## config.mk

```make
export PLATFORM = sky130hd
export DESIGN_NAME = mux_n_amostrador
export DESIGN_NICKNAME = d
export VERILOG_FILES = /design/src/rtl/mux_n_amostrador.sv
export SDC_FILE = /design/constraint.sdc
export NUM_CORES = 1
export LEC_CHECK = 0
export ABC_AREA = 1
export ABC_CLOCK_PERIOD_IN_PS = 3300
export CAP_MARGIN = 10
export CELL_PAD_IN_SITES_DETAIL_PLACEMENT = 1
export CELL_PAD_IN_SITES_GLOBAL_PLACEMENT = 1
export CORE_UTILIZATION = 45
export DETAILED_ROUTE_END_ITERATION = 7
export DONT_BUFFER_PORTS = 1
export PLACE_DENSITY = 0.85
export REMOVE_ABC_BUFFERS = 1
export SETUP_SLACK_MARGIN = 0.15
export SYNTH_ARGS = -nofsm -noshare
export SYNTH_HDL_FRONTEND = slang
export SYNTH_SLANG_ARGS = --single-unit
```

## constraint.sdc

```tcl
create_clock -name clock -period 3.3 [get_ports clock]
set_input_delay 0.66 -clock clock [delete_from_list [all_inputs] [get_ports clock]]
set_output_delay 0.66 -clock clock [all_outputs]
set_load 0.02 [all_outputs]
```

## src/rtl/mux_n_amostrador.sv

```systemverilog
// N-channel registered multiplexer with sample-and-hold output.
// Supports manual capture on request and round-robin scan with a fixed dwell per channel.
module mux_n_amostrador #(
    parameter int BITS  = 4,
    parameter int N     = 4,
    parameter int DWELL = 8,
    localparam int SELW = $clog2(N)
) (
    input  logic                clock,
    input  logic                reset,
    input  logic [N*BITS-1:0]   D,
    input  logic [SELW-1:0]     SEL,
    input  logic                LOAD,
    input  logic                MODE,
    output logic [BITS-1:0]     OUT,
    output logic [SELW-1:0]     CANAL,
    output logic                VALID,
    output logic                ERRO
);

    localparam int CNTW = (DWELL > 1) ? $clog2(DWELL) : 1;
    localparam logic [CNTW-1:0] CNT_LAST = CNTW'(DWELL - 1);
    localparam logic [SELW-1:0] CANAL_LAST = SELW'(N - 1);

    localparam logic [1:0] ST_IDLE = 2'd0;
    localparam logic [1:0] ST_HOLD = 2'd1;
    localparam logic [1:0] ST_SCAN = 2'd2;

    logic [1:0]      state_q, state_d;
    logic [BITS-1:0] out_q,   out_d;
    logic [SELW-1:0] canal_q, canal_d;
    logic [CNTW-1:0] cnt_q,   cnt_d;
    logic            valid_q, valid_d;
    logic            erro_q,  erro_d;

    logic [SELW-1:0] canal_nxt;
    logic [BITS-1:0] sel_data;
    logic [BITS-1:0] scan_data;
    logic            sel_ok;

    assign canal_nxt = (canal_q == CANAL_LAST) ? '0 : canal_q + 1'b1;
    assign sel_ok    = (int'(SEL) < N);

    // Explicit per-channel compare keeps an out-of-range SEL from indexing past D.
    always_comb begin
        sel_data  = '0;
        scan_data = '0;
        for (int k = 0; k < N; k++) begin
            if (SEL == SELW'(k))       sel_data  = D[k*BITS +: BITS];
            if (canal_nxt == SELW'(k)) scan_data = D[k*BITS +: BITS];
        end
    end

    always_comb begin
        // NOTE: every next-state signal gets a default first so no path leaves it unassigned (no latches).
        state_d = state_q;
        out_d   = out_q;
        canal_d = canal_q;
        cnt_d   = cnt_q;
        valid_d = 1'b0;
        erro_d  = erro_q;

        if (MODE) begin
            // Scan has priority over LOAD; SEL and LOAD are ignored here.
            if (state_q != ST_SCAN) begin
                state_d = ST_SCAN;
                canal_d = '0;
                out_d   = D[BITS-1:0];
                valid_d = 1'b1;
                cnt_d   = '0;
            end else if (cnt_q == CNT_LAST) begin
                cnt_d   = '0;
                canal_d = canal_nxt;
                out_d   = scan_data;
                valid_d = 1'b1;
            end else begin
                cnt_d = cnt_q + 1'b1;
            end
        end else begin
            if (state_q == ST_SCAN) begin
                state_d = ST_HOLD;
                cnt_d   = '0;
            end
            if (LOAD) begin
                state_d = ST_HOLD;
                if (sel_ok) begin
                    out_d   = sel_data;
                    canal_d = SEL;
                    erro_d  = 1'b0;
                    valid_d = 1'b1;
                end else begin
                    erro_d = 1'b1;
                end
            end
        end
    end

    always_ff @(posedge clock or negedge reset) begin
        if (!reset) begin
            state_q <= ST_IDLE;
            out_q   <= '0;
            canal_q <= '0;
            cnt_q   <= '0;
            valid_q <= 1'b0;
            erro_q  <= 1'b0;
        end else begin
            // NOTE: non-blocking assignments so every register updates from pre-edge values.
            state_q <= state_d;
            out_q   <= out_d;
            canal_q <= canal_d;
            cnt_q   <= cnt_d;
            valid_q <= valid_d;
            erro_q  <= erro_d;
        end
    end

    assign OUT   = out_q;
    assign CANAL = canal_q;
    assign VALID = valid_q;
    assign ERRO  = erro_q;

endmodule
```

Word-level counts from Yosys, hierarchy flattened
Cells that the tools add are included.
{ "totals": {"ff_bits": 12, "in_bits": 22, "output_inout_bits": 8, "elab_cells": 55} }
{ "classes": {"add_sub_neg": 2, "n_eq_ne": 12, "muxes": 29, "n_reduce_logical": 7} }
{ "ops": {"columns": ["op", "count"], "rows": [
  ["$mux W4", 12],
  ["$mux W2", 9],
  ["$eq A2 B2 Y1 const B", 6],
  ["$mux W3", 4],
  ["$eq A2 B1 Y1 const B", 2],
  ["$logic_not A2 Y1", 2],
  ["$mux W1", 4],
  ["$reduce_and A2 Y1", 2],
  ["$reduce_bool A2 Y1", 2],
  ["$add A3 B1 Y3 const B", 1],
  ["$eq A3 B3 Y1 const B", 1],
  ["$ne A3 B1 Y1 const B", 1],
  ["$reduce_bool A3 Y1", 1],
  ["$add A2 B1 Y2 const B", 1],
  ["$ne A2 B1 Y1 const B", 1],
  ["$ne A2 B2 Y1 const B", 1]
]} }

Logic depth before layout (Yosys ltp)
{ "depth": {"depth_word": 10, "ltp_mapped": 11, "depth_no_buf": 11} }

Worst setup path after synthesis
No wires, ideal clock.
{ "synth_path": {"path_type": "input -> register", "start": "in MODE", "end": "reg out_q[1], in the netlist OUT[1]", "setup_ns": 0.117, "arrival_ns": 1.289, "t_required_ns": 3.183, "path_slack_ns": 1.894, "cell_stages": 6, "n_path_buf": 1, "cell_sequence": "buf_6 or2_4 nand2_4 inv_2 nor2_1 nor2_1"} }
{ "synth_via": {"elab_chain_cells": 2, "word_cells_on_any_way": 4, "classes_between": "eq/ne: 1; mux: 1; reduce/logical: 2"} }
{ "synth_rtl": {"columns": ["element", "line", "text"], "rows": [
  ["start: declaration", "14", "input logic MODE,"],
  ["$ne A3 B1 Y1 (no source line) / $reduce_bool A2 Y1 (equally long branches)", null, null],
  ["$reduce_and A2 Y1 (no source line)", null, null],
  ["end signal: assignment", "109", "out_q <= out_d;"],
  ["end: declaration", "30", "logic [BITS-1:0] out_q, out_d;"]
]} }
Parallel ways exist; a longest one is shown, timed or not.
A chain may end at the register's enable or synchronous reset.

Worst setup path in the final report
{ "layout_path": {"start": "reg canal_q[0], in the netlist CANAL[0]", "end": "reg out_q[3], in the netlist OUT[3]"} }
{ "layout_via": {"elab_chain_cells": 10, "word_cells_on_any_way": 14, "classes_between": "add/sub: 1; eq/ne: 4; mux: 8; reduce/logical: 1"} }
{ "layout_rtl": {"columns": ["element", "line", "text"], "rows": [
  ["start: declaration", "31", "logic [SELW-1:0] canal_q, canal_d;"],
  ["start signal: assignment", "110", "canal_q <= canal_d;"],
  ["$add A2 B1 Y2 / $eq A2 B2 Y1 (equally long branches)", "41", "assign canal_nxt = (canal_q == CANAL_LAST) ? '0 : canal_q + 1'b1;"],
  ["$mux W2 (*)", "41", null],
  ["$logic_not A2 Y1", "50", "if (canal_nxt == SELW'(k)) scan_data = D[k*BITS +: BITS];"],
  ["$mux W4 (3 in series)", "50", null],
  ["$mux W4 (*)", "50", null],
  ["$mux W4 (*)", "71", "end else if (cnt_q == CNT_LAST) begin"],
  ["$mux W4 (*)", "65", "if (state_q != ST_SCAN) begin"],
  ["$mux W4 (*)", "63", "if (MODE) begin"]
]} }
Mark *: on every way between the ends. The rest lies on a longest branch, timed or not. The select of a mux whose other input is x is not followed.

==> results.sh <==
export IMPL_run_status="completed"
export IMPL_finalCriticalPeriod_ps=1716
export IMPL_synth_top_area_cell="dfrtp_1"
export IMPL_final_hold_violation_count=0
export IMPL_routed_wl_um=3125
export IMPL_fin_util=0.5106
export IMPL_timing_final_ws_setup_ps=1584
export IMPL_syn_area_um2=975.9
export IMPL_final_area_um2=1022
export IMPL_final_nets=175
export IMPL_grtUsageTotal=0.3076
export IMPL_synth_distinct_cells=23
export IMPL_dr_pass1_iters=4
export IMPL_cp_start_kind="register"
export IMPL_io_buffer_count=0
export IMPL_dp_hpwl_um=2550
export IMPL_fp_dieArea_um2=2359
export IMPL_crit_path_top_delay_cell="dfrtp_1"
export IMPL_post_cts_buffers=0
export IMPL_cts_sinks=12
export IMPL_ant_nets=0
export IMPL_n_antenna_cell=0
export IMPL_seqPwrFrac=0.448
export IMPL_drc=0
export IMPL_via_count=1002
export IMPL_pre_cts_slack_ps=1601
export IMPL_h_tree_depth=1
export IMPL_cts_tree="yes"
export IMPL_cts_made_buffers=3
export IMPL_leakage_nw=0.5324
export IMPL_grt_pass1_vias=1140
export IMPL_coreArea_um2=2002
export IMPL_clock_skew_ps=5.732
export IMPL_comb_power_share=0.273
export IMPL_grt_max_degree=13
export IMPL_placed_area_um2=985.9
export IMPL_clkPwrFrac=0.279
export IMPL_antenna_found_initial=0
export IMPL_ios=30
export IMPL_grt_pass1_wl_um=5375
export IMPL_hold_buffers=0
export IMPL_wire_per_inst_um=18.06
export IMPL_ys_seq_area_frac=0.3077
export IMPL_syn_inst=145
export IMPL_layout_commonest_cell="nand2_1"
export IMPL_worst_r2r_endpoint="OUT[3]"
export IMPL_rr_worst_depth=9
export IMPL_drt_iter0_markers=15
export IMPL_critPathKind="register to register"
export IMPL_clock_root_buffer="clkbuf_4"
export IMPL_setup_tns_ps=0
export IMPL_p_per_area_nw_per_um2=425.7
export IMPL_sw_frac_of_total=0.3813
export IMPL_min_path_type="primary input to asynchronous set/reset pin"
export IMPL_slew_violations=0
export IMPL_cp_arrival_ps=1910
export IMPL_place_gp_congestion=0.8495
export IMPL_cpPeakStageDelay_ps=540
export IMPL_finalSetupViolations=0
export IMPL_cp_end_kind="register"
export IMPL_min_period_over_period=0.5200
export IMPL_synth_area_leaders="dfrtp_1 (31%), nand2_1 (14%), nor2_1 (9.2%)"
export IMPL_power_internal_w=0.0002692
export IMPL_synth_warnings=0
export IMPL_synth_top_area_frac=0.3077
export IMPL_vdd_drop_max_uv=254.8
export IMPL_die_w_um=48.57
export IMPL_drt_vias_per_instance=5.792
export IMPL_crit_path_cell_trace="inv_1, ha_1, inv_1, nand3_1, nand2_1, nand2_1, a21oi_2, nor2_1, nor2_1"
export IMPL_cts_buffer_depth=2
export IMPL_clk_latency_ps=280
export IMPL_ff2ff_setup_slack_ps=1580
export IMPL_switchingPower_w=0.0001659
export IMPL_path_max_fanout=6
export IMPL_rows=16
export IMPL_final_cell_mix="nand2_1 (36), nor2_1 (24), nand3_1 (16)"
export IMPL_cp_required_ps=3500
export IMPL_cts_clk_slew_worst_paths_ps=80
export IMPL_cap_violations=0
export IMPL_drive_gt1_frac=0.1096
export IMPL_synth_seq_cells=12
export IMPL_cts_resized_gates=0
export IMPL_syn_avg_cell_area_um2=6.731
export IMPL_maxClockFrequency_mhz=582.8
export IMPL_dieHeight_um=48.57
export IMPL_rsz0062_at_grt="no"
export IMPL_initial_core_util=0.4875
export IMPL_area_growth_pct=4.744
export IMPL_rr_startpoint="CANAL[0]"
export IMPL_gr_total_overflow=0
[cell usage after synthesis, drive strengths merged]
library cell and count:
ha 6, inv 17, buf 3, or2 1, a22oi 1, conb 1, o31ai 2, nand4 1
dfrtp 12, nand2 39, a21oi 9, nand3 16, nor2 26, o21ai 11
[cells by family after synthesis]
| family | synth area share |
|---|---|
| other cells | 0.003842 |
| fa+ha+maj | 0.07692 |
| flops | 0.3077 |
| compound gates | 0.1372 |
| buf+inv | 0.08974 |
| simple gates | 0.3846 |
[metal layers]
metal  track usage  vias to the layer above  routed length [µm]  part of all wire
li1              -                      465                   -                 -
met1        0.3379                      490                1259              0.40
met2        0.5399                       34                1595              0.51
met3        0.1006                       13                 168             0.054
met4        0.1324                        0                 102             0.033
met5             0                        -                   0                 0
[state kept, by name, summed over array words and instances (netlist names)]
name and cells:
VALID 1, state_q 2, OUT 4, cnt_q 3
CANAL 2
[stage by stage]
stage	instances	total power, W	hold slack, ps
after detailed placement	169	0.0003148	364.7
after floorplan	142	0.0002805	364.4
after global placement	169	0.0003003	364.6
final	173	0.0004352	61.44
after CTS	173	0.0004343	61.07
after global routing	173	0.0004607	45.00
[cell type report]
| cell class | instances | area, µm² |
|---|---|---|
| clock buffer | 4 | 36.28 |
| fill | 283 | 979.7 |
| inverter | 17 | 63.81 |
| multi-input combinational | 113 | 588.1 |
| sequential | 12 | 300.3 |
| tap | 27 | 33.78 |
[power by group through the flow]
stage / clock (W) / combinational [W] / sequential, W
after floorplan: 0 / 0.0000874 / 0.000193
after global placement: 0 / 0.000105 / 0.000196
after detailed placement: 0 / 0.000117 / 0.000198
after CTS: 0.000122 / 0.000117 / 0.000195
after global routing: 0.000130 / 0.000134 / 0.000197
final: 0.000121 / 0.000119 / 0.000195
[critical path, delay by kind of cell, from the launching register on]
kind | cells | cell delay, ps
compound gates | 1 | 110
fa+ha+maj | 1 | 280
buf+inv | 2 | 260
flops | 1 | 540
simple gates | 5 | 440
[worst max-delay path by stage]
stage / slack (ps) / startpoint / depth (start not counted) / to
floorplan: 1900 / CANAL[0] / 9 / OUT[3]
global placement: 1740 / CANAL[0] / 7 / OUT[3]
detailed placement: 1600 / CANAL[0] / 7 / OUT[3]
CTS: 1590 / CANAL[0] / 7 / OUT[3]
global route: 1440 / CANAL[0] / 7 / OUT[3]
finish: 1580 / CANAL[0] / 9 / OUT[3]
Note: power is estimated with default switching activity, not from simulation.
